==> config.mk <==
export PLATFORM = sky130hd
export DESIGN_NAME = vga_capture
export DESIGN_NICKNAME = d
export VERILOG_FILES = /design/src/rtl/vga_capture.sv
export SDC_FILE = /design/constraint.sdc
export NUM_CORES = 1
export LEC_CHECK = 0
export ABC_AREA = 1
export BUFFER_PORTS_ARGS = -buffer_cell sky130_fd_sc_hd__buf_2
export CORE_ASPECT_RATIO = 0.5
export CORE_MARGIN = 2
export CORE_UTILIZATION = 40
export CTS_BUF_LIST = sky130_fd_sc_hd__clkbuf_4 sky130_fd_sc_hd__clkbuf_8 sky130_fd_sc_hd__clkbuf_16
export DETAILED_ROUTE_END_ITERATION = 8
export GPL_TIMING_DRIVEN = 0
export PLACE_DENSITY = 0.66
export SYNTH_ARGS = -nofsm -noshare
export SYNTH_HDL_FRONTEND = slang
export SYNTH_SLANG_ARGS = --single-unit
==> constraint.sdc <==
create_clock -name clk -period 2.65 [get_ports clk]
set_input_delay 0.1325 -clock clk [delete_from_list [all_inputs] [get_ports clk]]
set_output_delay 0.1325 -clock clk [all_outputs]
set_load 0.1 [all_outputs]
==> src/rtl/vga_capture.sv <==
// vga_capture: recovers pixels, per-frame statistics and a colour probe
// from the VGA pins, and checks line, frame and HS-period timing.
module vga_capture #(
  parameter int H_ACTIVE = 640,
  parameter int V_ACTIVE = 480,
  parameter int H_TOTAL  = 800
) (
  input  logic        clk,
  input  logic        reset_n,
  input  logic        vga_clk,
  input  logic        vga_hs,
  input  logic        vga_vs,
  input  logic        vga_blank_n,
  input  logic [7:0]  vga_r,
  input  logic [7:0]  vga_g,
  input  logic [7:0]  vga_b,
  input  logic [9:0]  probe_x,
  input  logic [8:0]  probe_y,
  output logic        pix_valid,
  output logic [9:0]  pix_x,
  output logic [8:0]  pix_y,
  output logic [23:0] pix_rgb,
  output logic [23:0] probe_rgb,
  output logic        locked,
  output logic        frame_done,
  output logic [23:0] frame_sum,
  output logic [9:0]  line_count,
  output logic        err_hlen,
  output logic        err_vlen,
  output logic        err_htotal
);

  typedef enum logic [1:0] {
    UNLOCKED = 2'd0,
    ALIGNED  = 2'd1,
    LOCKED   = 2'd2
  } state_e;

  localparam logic [9:0] HA = 10'(H_ACTIVE);
  localparam logic [8:0] VA = 9'(V_ACTIVE);
  localparam logic [9:0] HT = 10'(H_TOTAL);

  state_e state_q, state_d;
  logic   cap, lock;

  logic        vclk_q, hs_q, vs_q, bl_q, hs_seen_q;
  logic [9:0]  hcnt_q, hcnt_d, hper_q, hper_d;
  logic [8:0]  vcnt_q, vcnt_d;
  logic [23:0] acc_q, acc_d;
  logic        pv_q, pv_d, done_q, done_d;
  logic [9:0]  px_q, px_d, lcnt_q, lcnt_d;
  logic [8:0]  py_q, py_d;
  logic [23:0] prgb_q, prgb_d, probe_q, probe_d;
  logic [23:0] fsum_q, fsum_d;
  logic        eh_q, eh_d, ev_q, ev_d, et_q, et_d;

  logic        pstb, act, hs_fall, vs_fall;
  logic        bl_rise, bl_fall;
  logic [23:0] rgb, acc_l;
  logic [9:0]  hx;
  logic [8:0]  vl;

  assign pstb    = vga_clk & ~vclk_q;
  assign act     = pstb & vga_blank_n;
  assign hs_fall = pstb & hs_q & ~vga_hs;
  assign vs_fall = pstb & vs_q & ~vga_vs;
  assign bl_rise = pstb & ~bl_q & vga_blank_n;
  assign bl_fall = pstb & bl_q & ~vga_blank_n;
  assign rgb     = {vga_r, vga_g, vga_b};

  // Line end is folded in before a coincident frame end.
  assign hx    = bl_rise ? 10'd0 : hcnt_q;
  assign vl    = (bl_fall && vcnt_q != 9'h1ff) ? vcnt_q + 9'd1 : vcnt_q;
  assign acc_l = act ? acc_q + rgb : acc_q;

  always_ff @(posedge clk or negedge reset_n) begin
    if (!reset_n) state_q <= UNLOCKED;
    else          state_q <= state_d;
  end

  always_comb begin
    state_d = state_q;
    unique case (state_q)
      UNLOCKED: if (vs_fall) state_d = ALIGNED;
      ALIGNED:  if (vs_fall) state_d = LOCKED;
      LOCKED:   state_d = LOCKED;
      default:  state_d = UNLOCKED;
    endcase
  end

  always_comb begin
    cap  = (state_q != UNLOCKED);
    lock = (state_q == LOCKED);
  end

  always_comb begin
    hcnt_d  = hcnt_q;
    vcnt_d  = vs_fall ? 9'd0 : vl;
    acc_d   = vs_fall ? 24'd0 : acc_l;
    hper_d  = hper_q;
    pv_d    = act & cap;
    px_d    = px_q;
    py_d    = py_q;
    prgb_d  = prgb_q;
    probe_d = probe_q;
    done_d  = vs_fall & lock;
    fsum_d  = fsum_q;
    lcnt_d  = lcnt_q;
    eh_d    = eh_q | (bl_fall & cap & (hcnt_q != HA));
    ev_d    = ev_q;
    et_d    = et_q | (hs_fall & lock & hs_seen_q & (hper_q != HT));
    if (act) hcnt_d = (hx == 10'h3ff) ? hx : hx + 10'd1;
    if (hs_fall)
      hper_d = 10'd1;
    else if (pstb && hper_q != 10'h3ff)
      hper_d = hper_q + 10'd1;
    if (pv_d) begin
      px_d   = hx;
      py_d   = vcnt_q;
      prgb_d = rgb;
      if (hx == probe_x && vcnt_q == probe_y) probe_d = rgb;
    end
    if (done_d) begin
      fsum_d = acc_l;
      lcnt_d = {1'b0, vl};
      if (vl != VA) ev_d = 1'b1;
    end
  end

  always_ff @(posedge clk or negedge reset_n) begin
    if (!reset_n) begin
      vclk_q    <= 1'b0;
      hs_q      <= 1'b0;
      vs_q      <= 1'b0;
      bl_q      <= 1'b0;
      hs_seen_q <= 1'b0;
      hcnt_q    <= '0;
      vcnt_q    <= '0;
      hper_q    <= '0;
      acc_q     <= '0;
      pv_q      <= 1'b0;
      px_q      <= '0;
      py_q      <= '0;
      prgb_q    <= '0;
      probe_q   <= '0;
      done_q    <= 1'b0;
      fsum_q    <= '0;
      lcnt_q    <= '0;
      eh_q      <= 1'b0;
      ev_q      <= 1'b0;
      et_q      <= 1'b0;
    end else begin
      vclk_q <= vga_clk;
      if (pstb) begin
        hs_q <= vga_hs;
        vs_q <= vga_vs;
        bl_q <= vga_blank_n;
      end
      hs_seen_q <= hs_seen_q | hs_fall;
      hcnt_q    <= hcnt_d;
      vcnt_q    <= vcnt_d;
      hper_q    <= hper_d;
      acc_q     <= acc_d;
      pv_q      <= pv_d;
      px_q      <= px_d;
      py_q      <= py_d;
      prgb_q    <= prgb_d;
      probe_q   <= probe_d;
      done_q    <= done_d;
      fsum_q    <= fsum_d;
      lcnt_q    <= lcnt_d;
      eh_q      <= eh_d;
      ev_q      <= ev_d;
      et_q      <= et_d;
    end
  end

  assign pix_valid  = pv_q;
  assign pix_x      = px_q;
  assign pix_y      = py_q;
  assign pix_rgb    = prgb_q;
  assign probe_rgb  = probe_q;
  assign locked     = lock;
  assign frame_done = done_q;
  assign frame_sum  = fsum_q;
  assign line_count = lcnt_q;
  assign err_hlen   = eh_q;
  assign err_vlen   = ev_q;
  assign err_htotal = et_q;

endmodule
==> key figures, run 1 <==
Detailed routing
  • TritonRoute pass-1 iters: 7
  • Drt wl/cell: 15.2 um
  • Vias: 8549
  • Post-detailed-route DRC marker count: 0
  • Drt via density: 4.93
  • ANT nets after route: 0
  • Final wirelength: 26400 um
  • 1st-iter DRT viols: 568

Clock network
  • CTS tree: yes
  • # clock sinks: 165
  • Worst-Skew Late Latency: 0.44 ns
  • Clk pin slew, worst setup/hold paths: 0.07 ns
  • Buffer count from post-CTS setup fixing: 0
  • CTS root buffer: clkbuf_16
  • H-tree depth: 4
  • Total CTS buffers: 17
  • Longest Clk Path Bufs: 2

Global route
  • First-pass GRT wire length: 43700 um
  • Largest net degree at the start of global routing: 87
  • Via count of the first global-routing pass: 8450
  • Initial antenna violation count: 1
  • GRT overflow: 0
  • Total GRT Usage: 22.9%

Logic synthesis
  • Synth area leaders: dfrtp_1 45%, nand2_1 19%, inv_1 5.8%
  • Net count after synthesis: 1300
  • Top_reg_cell synth: dfrtp_1
  • Yosys top cell area share: 45.3%
  • Post-synth cell types: 41
  • Syn Area/Cell: 7.48 um2
  • Synth Warn #: 0
  • Synth Instances: 1219
  • Post-synth EDFFs: 0
  • #FFs+latches synth: 165
  • Cell accounting for the most synthesized area: dfrtp_1
  • Synth async-reset ratio: 100%
  • Post-Syn Area: 9120 um2
  • Sequential share of the synthesized area: 45.3%

Place
  • # port buffers: 154
  • GP Congestion: 0.913
  • DP Cell Count: 1674
  • HPWL Detailed: 20100 um
  • Pre-CTS WS: 0.166 ns

Setup path
  • Critical path data arrival time: 2.75 ns
  • CP required: 3.02 ns
  • Cells along the critical path: inv_2 -> nand2_4 -> nor2_1 -> nand2_1 -> nor2_2 -> clkbuf_1 -> nand3_1 -> nand2_1
  • Crit-path leading delay family: simple AND/OR/NAND/NOR gates
  • Crit-path slowest cell: nor2_2
  • Cell mode on critical path: nand2_1
  • Register-to-Register Path Depth: 8
  • CP peak stage delay: 0.54 ns
  • Stages on worst setup path: 8
  • Crit path kind: reg2reg
  • Worst setup SP type: flop
  • Max FO, Critical Path: 10
  • CP endpoint kind: flop
  • CP bufs+invs: 2

Layout
  • Most common cell after layout, fill and taps aside: nand2_1
  • Non-filler instance count after layout: 1735
  • Commonest cells after routing, fill and taps aside: 461 x nand2_1, 165 x dfrtp_1, 157 x buf_2
  • Fill cells: 2159
  • Layout cell share with drive strength beyond 1: 16.6%
  • Final #Nets: 1502
  • Synth-to-layout area growth: 23.2%

Power and ir drop
  • Leak: 0.00625 uW
  • Worst vdd ir: 0.850 mV
  • PwrDens: 1200 nW/um2

STA
  • Fmax: 420 MHz
  • Final Skew: 0.00838 ns
  • Setup-failing EPs final: 0
  • Final hold vios: 0
  • Final Worst Setup Slack: 0.270 ns
  • Period utilization: 89.8%
  • Relative slew slack: 53.8%
  • RSZ-0062 raised after global routing: no
  • Worst-Margin Slew: 0.692 ns
  • Tmin final: 2.38 ns
  • Final Max Tran Viols: 0

Floorplan
  • Core ar.: 22000 um2
  • Die Wd: 217 um
  • DIE HEIGHT: 111 um
  • I/O pins: 156
  • Starting Density: 41.4%
  • Row count: 38
  • Die area: 24100 um2

Job
  • Max-cap viol count: 0

Worst hold path
  • Hold depth: 6
  • Worst min path class: in2reg

Status
  • Outcome: finished clean
synth_stat cells, types with 2 or more instances:
cell / count
buf_2: 4
nor3_1: 12
inv_2: 3
ha_1: 31
and2_1: 5
nor4_1: 3
nor2_1: 86
buf_4: 3
buf_6: 3
xnor2_1: 9
buf_1: 3
nand2_1: 462
clkbuf_1: 22
nand2_2: 4
or2_2: 17
nor2_4: 4
o21a_1: 4
nand2_4: 5
a21oi_1: 21
nor2_2: 2
o21ai_0: 63
nor2_8: 2
nand3b_1: 3
nand3_1: 73
mux2i_1: 3
dfrtp_1: 165
inv_1: 140
xor2_1: 16
nand4_1: 39
worst register-to-register path, delay by kind of cell (launching register included):
kind / cells / cell delay (ns)
flops: 1 / 0.41
buf+inv: 2 / 0.62
simple gates: 6 / 1.30
path summary, 6_finish.rpt:
| path | slack (ns) | endpoint | from |
|---|---|---|---|
| worst max-delay path | 0.27 | frame_sum[19]$_DFFE_PN0P_ | vclk_q$_DFF_PN0_ |
| worst min-delay path | 0.17 | probe_rgb[2]$_DFFE_PN0P_ | probe_x[7] |
| worst max register to register | 0.27 | frame_sum[19]$_DFFE_PN0P_ | vclk_q$_DFF_PN0_ |
| worst min register to register | 0.47 | pix_rgb[8]$_DFFE_PN0P_ | pix_rgb[8]$_DFFE_PN0P_ |
| max in group asynchronous | 1.56 | acc_q[22]$_DFF_PN0_ | reset_n |
| min in group asynchronous | 0.25 | pix_x[8]$_DFFE_PN0P_ | reset_n |
stage by stage:
step	TNS (ns)	power (uW)	cell area [um2]	hold slack, ns	util (%)
2_1_floorplan	0	9380	9120	-0.163	-
3_3_place_gp	-183.43	10700	10300	0.313	46.6
3_5_place_dp	0	10800	10300	0.180	46.8
4_1_cts	0	13600	11200	0.157	51.0
5_1_grt	0	14300	11200	0.207	51.0
6_report	0	13500	11200	0.173	51.0
cells by family after synthesis:
logic type / count (synthesis) / synth area share, %
buffers and inverters: 179 / 7.80
DFF: 165 / 45.3
and+or+nand+nor: 719 / 34.1
xor gates and xnor gates: 25 / 2.40
muxes: 3 / 0.329
adders and majority gates: 32 / 4.47
AOI/OAI and AO/OA: 95 / 5.53
other: 1 / 0.0411
final cells by class:
type | count | area [um2] | area share (%)
flip-flops and latches | 165 | 4130 | 36.8
inverters | 144 | 541 | 4.81
repair buffers | 183 | 1090 | 9.69
clock inverters | 13 | 195 | 1.74
multi-input cells | 875 | 4280 | 38.1
well taps | 300 | 375 | 3.34
clock buffers | 19 | 453 | 4.03
plain buffers | 35 | 170 | 1.51
diodes | 1 | 2.50 | 0.0223
power breakdown:
part	leakage (uW)	total (uW)	internal [uW]	switching, uW
logic	0.00380	7110	1430	5690
clock network	0.000312	2750	1640	1110
registers	0.00214	3670	3230	441
routing by layer:
metal / up-vias / global-route usage, % / share of wire [%]
met5: - / 0 / 0
met4: 0 / 7.53 / 2.3
met3: 42 / 4.91 / 5.4
met2: 227 / 38.0 / 48
met1: 4022 / 29.7 / 44
li1: 4258 / - / -
sequential cells by signal, indices dropped and copies added, names as in the netlist, 2 cells and up:
name        flops
pix_x          10
frame_sum      24
probe_rgb      24
state_q         2
hper_q         10
hcnt_q         10
pix_rgb        24
pix_y           9
vcnt_q          9
acc_q          24
line_count      9
timing repair:
action                                  4_1_cts  5_1_grt
endpoints found under the setup margin        0        3
hold buffers                                 28        0
gates resized for setup                       0        2
hold endpoints to repair                    132        0
Note: power is estimated with default switching activity, not from simulation.
==> run 2, diff against run 1 <==
- GPL_TIMING_DRIVEN: 0 -> default
==> key figures, run 2 (same netlist as run 1, synthesis figures left out) <==
Status
  • Outcome: finished clean

Setup path
  • R2r endpoint: err_vlen$_DFFE_PN0P_
  • CP required: 2.99 ns
  • Max FO, Critical Path: 9
  • Worst setup SP type: flop
  • FF-to-FF setup slack: 0.29 ns
  • Crit path capture: err_vlen$_DFFE_PN0P_
  • Crit path kind: reg2reg
  • CP endpoint kind: flop
  • Crit path from: vcnt_q[0]$_DFF_PN0_
  • Critical path data arrival time: 2.70 ns
  • RR Startpoint: vcnt_q[0]$_DFF_PN0_
  • Register-to-Register Path Depth: 13

Place
  • GP Congestion: 0.903
  • # port buffers: 154
  • HPWL Detailed: 19300 um

Layout
  • Layout cell share with drive strength beyond 1: 17.0%
  • Commonest cells after routing, fill and taps aside: 461 x nand2_1, 165 x dfrtp_1, 153 x buf_2
  • Final #Nets: 1478
  • Final design utilization: 50.4%
  • Synth-to-layout area growth: 21.7%
  • Ant diodes: 0
  • Most common cell after layout, fill and taps aside: nand2_1

Global route
  • Total GRT Usage: 22.2%
  • Initial antenna violation count: 0
  • Largest net degree at the start of global routing: 64
  • GRT overflow: 0
  • Via count of the first global-routing pass: 8346
  • First-pass GRT wire length: 42600 um

Clock network
  • CTS tree: yes
  • CTS root buffer: clkbuf_16
  • Total CTS buffers: 17
  • Longest Clk Path Bufs: 2
  • # clock sinks: 165
  • Clk pin slew, worst setup/hold paths: 0.06 ns
  • Worst-Skew Late Latency: 0.45 ns
  • H-tree depth: 4

STA
  • Setup-failing EPs final: 0
  • Fmax: 424 MHz
  • Final TNS setup: 0 ns
  • Relative slew slack: 61.7%
  • Period utilization: 89.1%
  • Final Skew: 0.0120 ns
  • Final hold vios: 0
  • Tmin final: 2.36 ns
  • RSZ-0062 raised after global routing: no
  • Final Max Tran Viols: 0
  • Worst-Margin Slew: 0.569 ns

Floorplan
  • Core ar.: 22000 um2
  • Row count: 38
  • I/O pins: 156
  • Die area: 24100 um2
  • Starting Density: 41.4%
  • Die Wd: 217 um
  • DIE HEIGHT: 111 um

Detailed routing
  • TritonRoute pass-1 iters: 5
  • Final wirelength: 25700 um
  • Vias: 8422
  • Post-detailed-route DRC marker count: 0
  • 1st-iter DRT viols: 566
  • Drt via density: 4.93
  • ANT nets after route: 0
  • Drt wl/cell: 15.0 um

Job
  • Max-cap viol count: 0

Power and ir drop
  • Worst vdd ir: 0.710 mV
  • PwrDens: 1200 nW/um2
  • Leak: 0.00621 uW

Worst hold path
  • Worst min path class: in2reg
[run 2: changes by cell type in the layout (fill, tap and decap cells not counted), moves of 2 or more]
| cell | previous run | this run |
|---|---|---|
| clkbuf_1 | 22 | 0 |
| buf_4 | 3 | 10 |
| buf_2 | 157 | 153 |
| buf_1 | 3 | 0 |
| clkinv_2 | 1 | 4 |
| clkinv_4 | 4 | 1 |
| buf_12 | 0 | 2 |
| buf_6 | 3 | 1 |
| bufinv_16 | 4 | 2 |
| clkbuf_8 | 2 | 4 |
[run 2: metal layers]
layer / track usage (%) / vias to the layer above / routed length, um
met1: 28.4 / 3975 / 11600
met3: 3.87 / 46 / 1010
met4: 7.90 / 0 / 566
met2: 37.9 / 207 / 12600
li1: - / 4194 / -
met5: 0 / - / 0
[run 2: timing repair]
action,4_1_cts,5_1_grt
setup endpoints to repair,0,1
endpoints found under the hold margin,101,0
setup buffers,0,0
hold buffers,28,0
gates resized for setup,0,1
[run 2: area by class of cell]
class,instances,area (um2)
clock buffers,21,480
flip-flops and latches,165,4130
fillers,2139,10900
inverters,144,541
clock inverters,11,121
multi-input cells,875,4280
well taps,300,375
repair buffers,194,1170
[run 2: report_power, final]
| group | switching, uW | total [uW] | internal [uW] | leakage, uW |
|---|---|---|---|---|
| Sequential | 485 | 3720 | 3230 | 0.00214 |
| Combinational | 5660 | 7080 | 1420 | 0.00377 |
| Clock | 1060 | 2550 | 1490 | 0.000296 |
[run 2: how the worst min path moves through the flow]
stage / slack, ns / start / end / cells past startpoint
floorplan: -0.16 / reset_n / acc_q[0]$_DFF_PN0_ / 0
global placement: 0.13 / reset_n / pix_x[5]$_DFFE_PN0P_ / 1
detailed placement: 0.14 / reset_n / pix_x[5]$_DFFE_PN0P_ / 1
CTS: 0.16 / vga_blank_n / bl_q$_DFFE_PN0N_ / 3
global route: 0.20 / vga_blank_n / bl_q$_DFFE_PN0N_ / 3
finish: 0.17 / vga_blank_n / bl_q$_DFFE_PN0N_ / 3
[run 2: worst max-delay path, cell delays in order, from the launching register on]
cell,delay (ns)
dfrtp_1,0.44
ha_1,0.26
nand3_1,0.12
nor4_1,0.23
ha_1,0.21
inv_1,0.05
nand2_2,0.16
inv_1,0.13
o21ai_0,0.26
nand3_1,0.10
nor2_1,0.12
nand2_1,0.06
nand2_1,0.05
nand2_1,0.05
[run 2: through the flow]
stage	hold slack, ns	area [um2]	total power, uW	std cells	setup slack [ns]
2_1_floorplan	-0.163	9120	9380	1219	0.374
3_3_place_gp	0.131	10200	10700	1650	0.447
3_5_place_dp	0.136	10200	10800	1650	0.225
4_1_cts	0.161	11100	13400	1710	0.213
5_1_grt	0.204	11100	14100	1710	0.0547
6_report	0.173	11100	13300	1710	0.289
==> run 3, diff against run 2 <==
==> constraint.sdc (replaced) <==
create_clock -name clk -period 2.65 [get_ports clk]
set_input_delay 0.265 -clock clk [delete_from_list [all_inputs] [get_ports clk]]
set_output_delay 0.265 -clock clk [all_outputs]
set_load 0.1 [all_outputs]
==> key figures, run 3 (same netlist as run 1, synthesis figures left out) <==
Clock network
  • Buffer count from post-CTS setup fixing: 0
  • # clock sinks: 165
  • H-tree depth: 4
  • Longest Clk Path Bufs: 2
  • CTS root buffer: clkbuf_16
  • Clk pin slew, worst setup/hold paths: 0.07 ns
  • Total CTS buffers: 17
  • Worst-Skew Late Latency: 0.44 ns
  • CTS tree: yes

Worst hold path
  • Worst min path class: in2reg

Detailed routing
  • Post-detailed-route DRC marker count: 0
  • 1st-iter DRT viols: 604
  • ANT nets after route: 0
  • Final wirelength: 25300 um
  • Drt wl/cell: 15.1 um
  • Vias: 8267
  • TritonRoute pass-1 iters: 5
  • Drt via density: 4.91

Global route
  • Via count of the first global-routing pass: 8228
  • Routing usage on met1: 28.1%
  • Total GRT Usage: 21.9%
  • Global Route met2 Usage: 35.7%
  • Initial antenna violation count: 0
  • Largest net degree at the start of global routing: 65
  • First-pass GRT wire length: 42000 um
  • GRT met3 Usage: 5.02%
  • GRT overflow: 0
  • Gr busiest metal: met2

Floorplan
  • DIE HEIGHT: 111 um
  • Die area: 24100 um2
  • Row count: 38
  • Core ar.: 22000 um2
  • Die Wd: 217 um
  • Starting Density: 41.4%
  • I/O pins: 156

Place
  • # port buffers: 154
  • GP Congestion: 0.926
  • HPWL Detailed: 19100 um

STA
  • Period utilization: 89.5%
  • RSZ-0062 raised after global routing: no
  • Hold slack: 0.0646 ns
  • Worst-Margin Slew: 0.646 ns
  • Final Max Tran Viols: 0
  • Final hold vios: 0
  • Relative slew slack: 56.9%
  • Fmax: 422 MHz
  • Final TNS setup: 0 ns
  • Tmin final: 2.37 ns
  • Setup-failing EPs final: 0
  • Final Skew: 0.00801 ns

Layout
  • Ant diodes: 0
  • Layout cell share with drive strength beyond 1: 17.2%
  • Fill cells: 2210
  • Synth-to-layout area growth: 18.3%
  • Final #Nets: 1451
  • Most common cell after layout, fill and taps aside: nand2_1
  • Commonest cells after routing, fill and taps aside: 461 x nand2_1, 165 x dfrtp_1, 153 x buf_2

Setup path
  • CP required: 3.01 ns
  • Max FO, Critical Path: 14
  • Critical path data arrival time: 2.73 ns
  • FF-to-FF setup slack: 0.33 ns
  • Worst setup SP type: input port
  • Crit path kind: in2reg
  • CP endpoint kind: flop

Power and ir drop
  • Leak: 0.00607 uW
  • Worst vdd ir: 0.917 mV
  • PwrDens: 1220 nW/um2

Status
  • Outcome: finished clean

Job
  • Max-cap viol count: 0
==> run 3: report_power, final <==
part	internal, uW	total, uW	switching, uW
Combinational	1390	7030	5630
Clock	1320	2380	1060
Sequential	3230	3720	485
Total	5940	13100	7180
==> run 3: layout make-up <==
type | instances | area [um2] | share of cell area (%)
multi-input cells | 875 | 4280 | 39.7
clock buffers | 19 | 447 | 4.14
well taps | 300 | 375 | 3.48
clock inverters | 13 | 106 | 0.986
flip-flops and latches | 165 | 4130 | 38.3
inverters | 144 | 541 | 5.01
repair buffers | 167 | 905 | 8.39
==> run 3: per-stage QoR <==
stage,std cells,instance area (um2),utilization (%),power (uW),setup WS (ns)
after CTS,1683,10800,49.0,13200,0.330
after detailed placement,1649,10200,46.4,10800,0.357
after global placement,1649,10200,46.4,10700,0.448
after floorplan,1219,9120,-,9380,0.374
final,1683,10800,49.0,13100,0.278
after global routing,1683,10800,49.0,13900,0.0936
==> run 3: timing repair <==
action,in CTS,in global routing
resized for setup,0,1
endpoints found under the setup margin,0,1
hold endpoints to repair,63,0
hold buffers,2,0
==> run 3: worst max-delay path, stage by stage <==
cell and delay, ns:
dlygate4sd3_1 0.53, buf_2 0.15, nand2_4 0.11, nor2_8 0.04, nand2_4 0.18, nand2_1 0.16, inv_1 0.13, ha_1 0.21
nand3_1 0.12, nor2_2 0.23, nand3_2 0.22, nand2_1 0.18, inv_1 0.06, a21boi_1 0.14
==> run 3: layer usage <==
metal	up-vias	share of wire [%]
met2	166	47
met3	57	3.6
met1	3898	46
met4	0	3.2
li1	4146	-
met5	-	0
==> run 3: path summary, 6_finish.rpt <==
| path | startpoint | endpoint | cells after the start |
|---|---|---|---|
| max in group asynchronous | reset_n | acc_q[19]$_DFF_PN0_ | 3 |
| hold reg to reg | pix_rgb[20]$_DFFE_PN0P_ | pix_rgb[20]$_DFFE_PN0P_ | 2 |
| min in group asynchronous | reset_n | pix_x[5]$_DFFE_PN0P_ | 2 |
| hold / removal | vga_b[3] | pix_rgb[3]$_DFFE_PN0P_ | 3 |
| setup reg to reg | vclk_q$_DFF_PN0_ | hcnt_q[6]$_DFFE_PN0P_ | 13 |
| setup / recovery | vga_clk | hcnt_q[6]$_DFFE_PN0P_ | 14 |
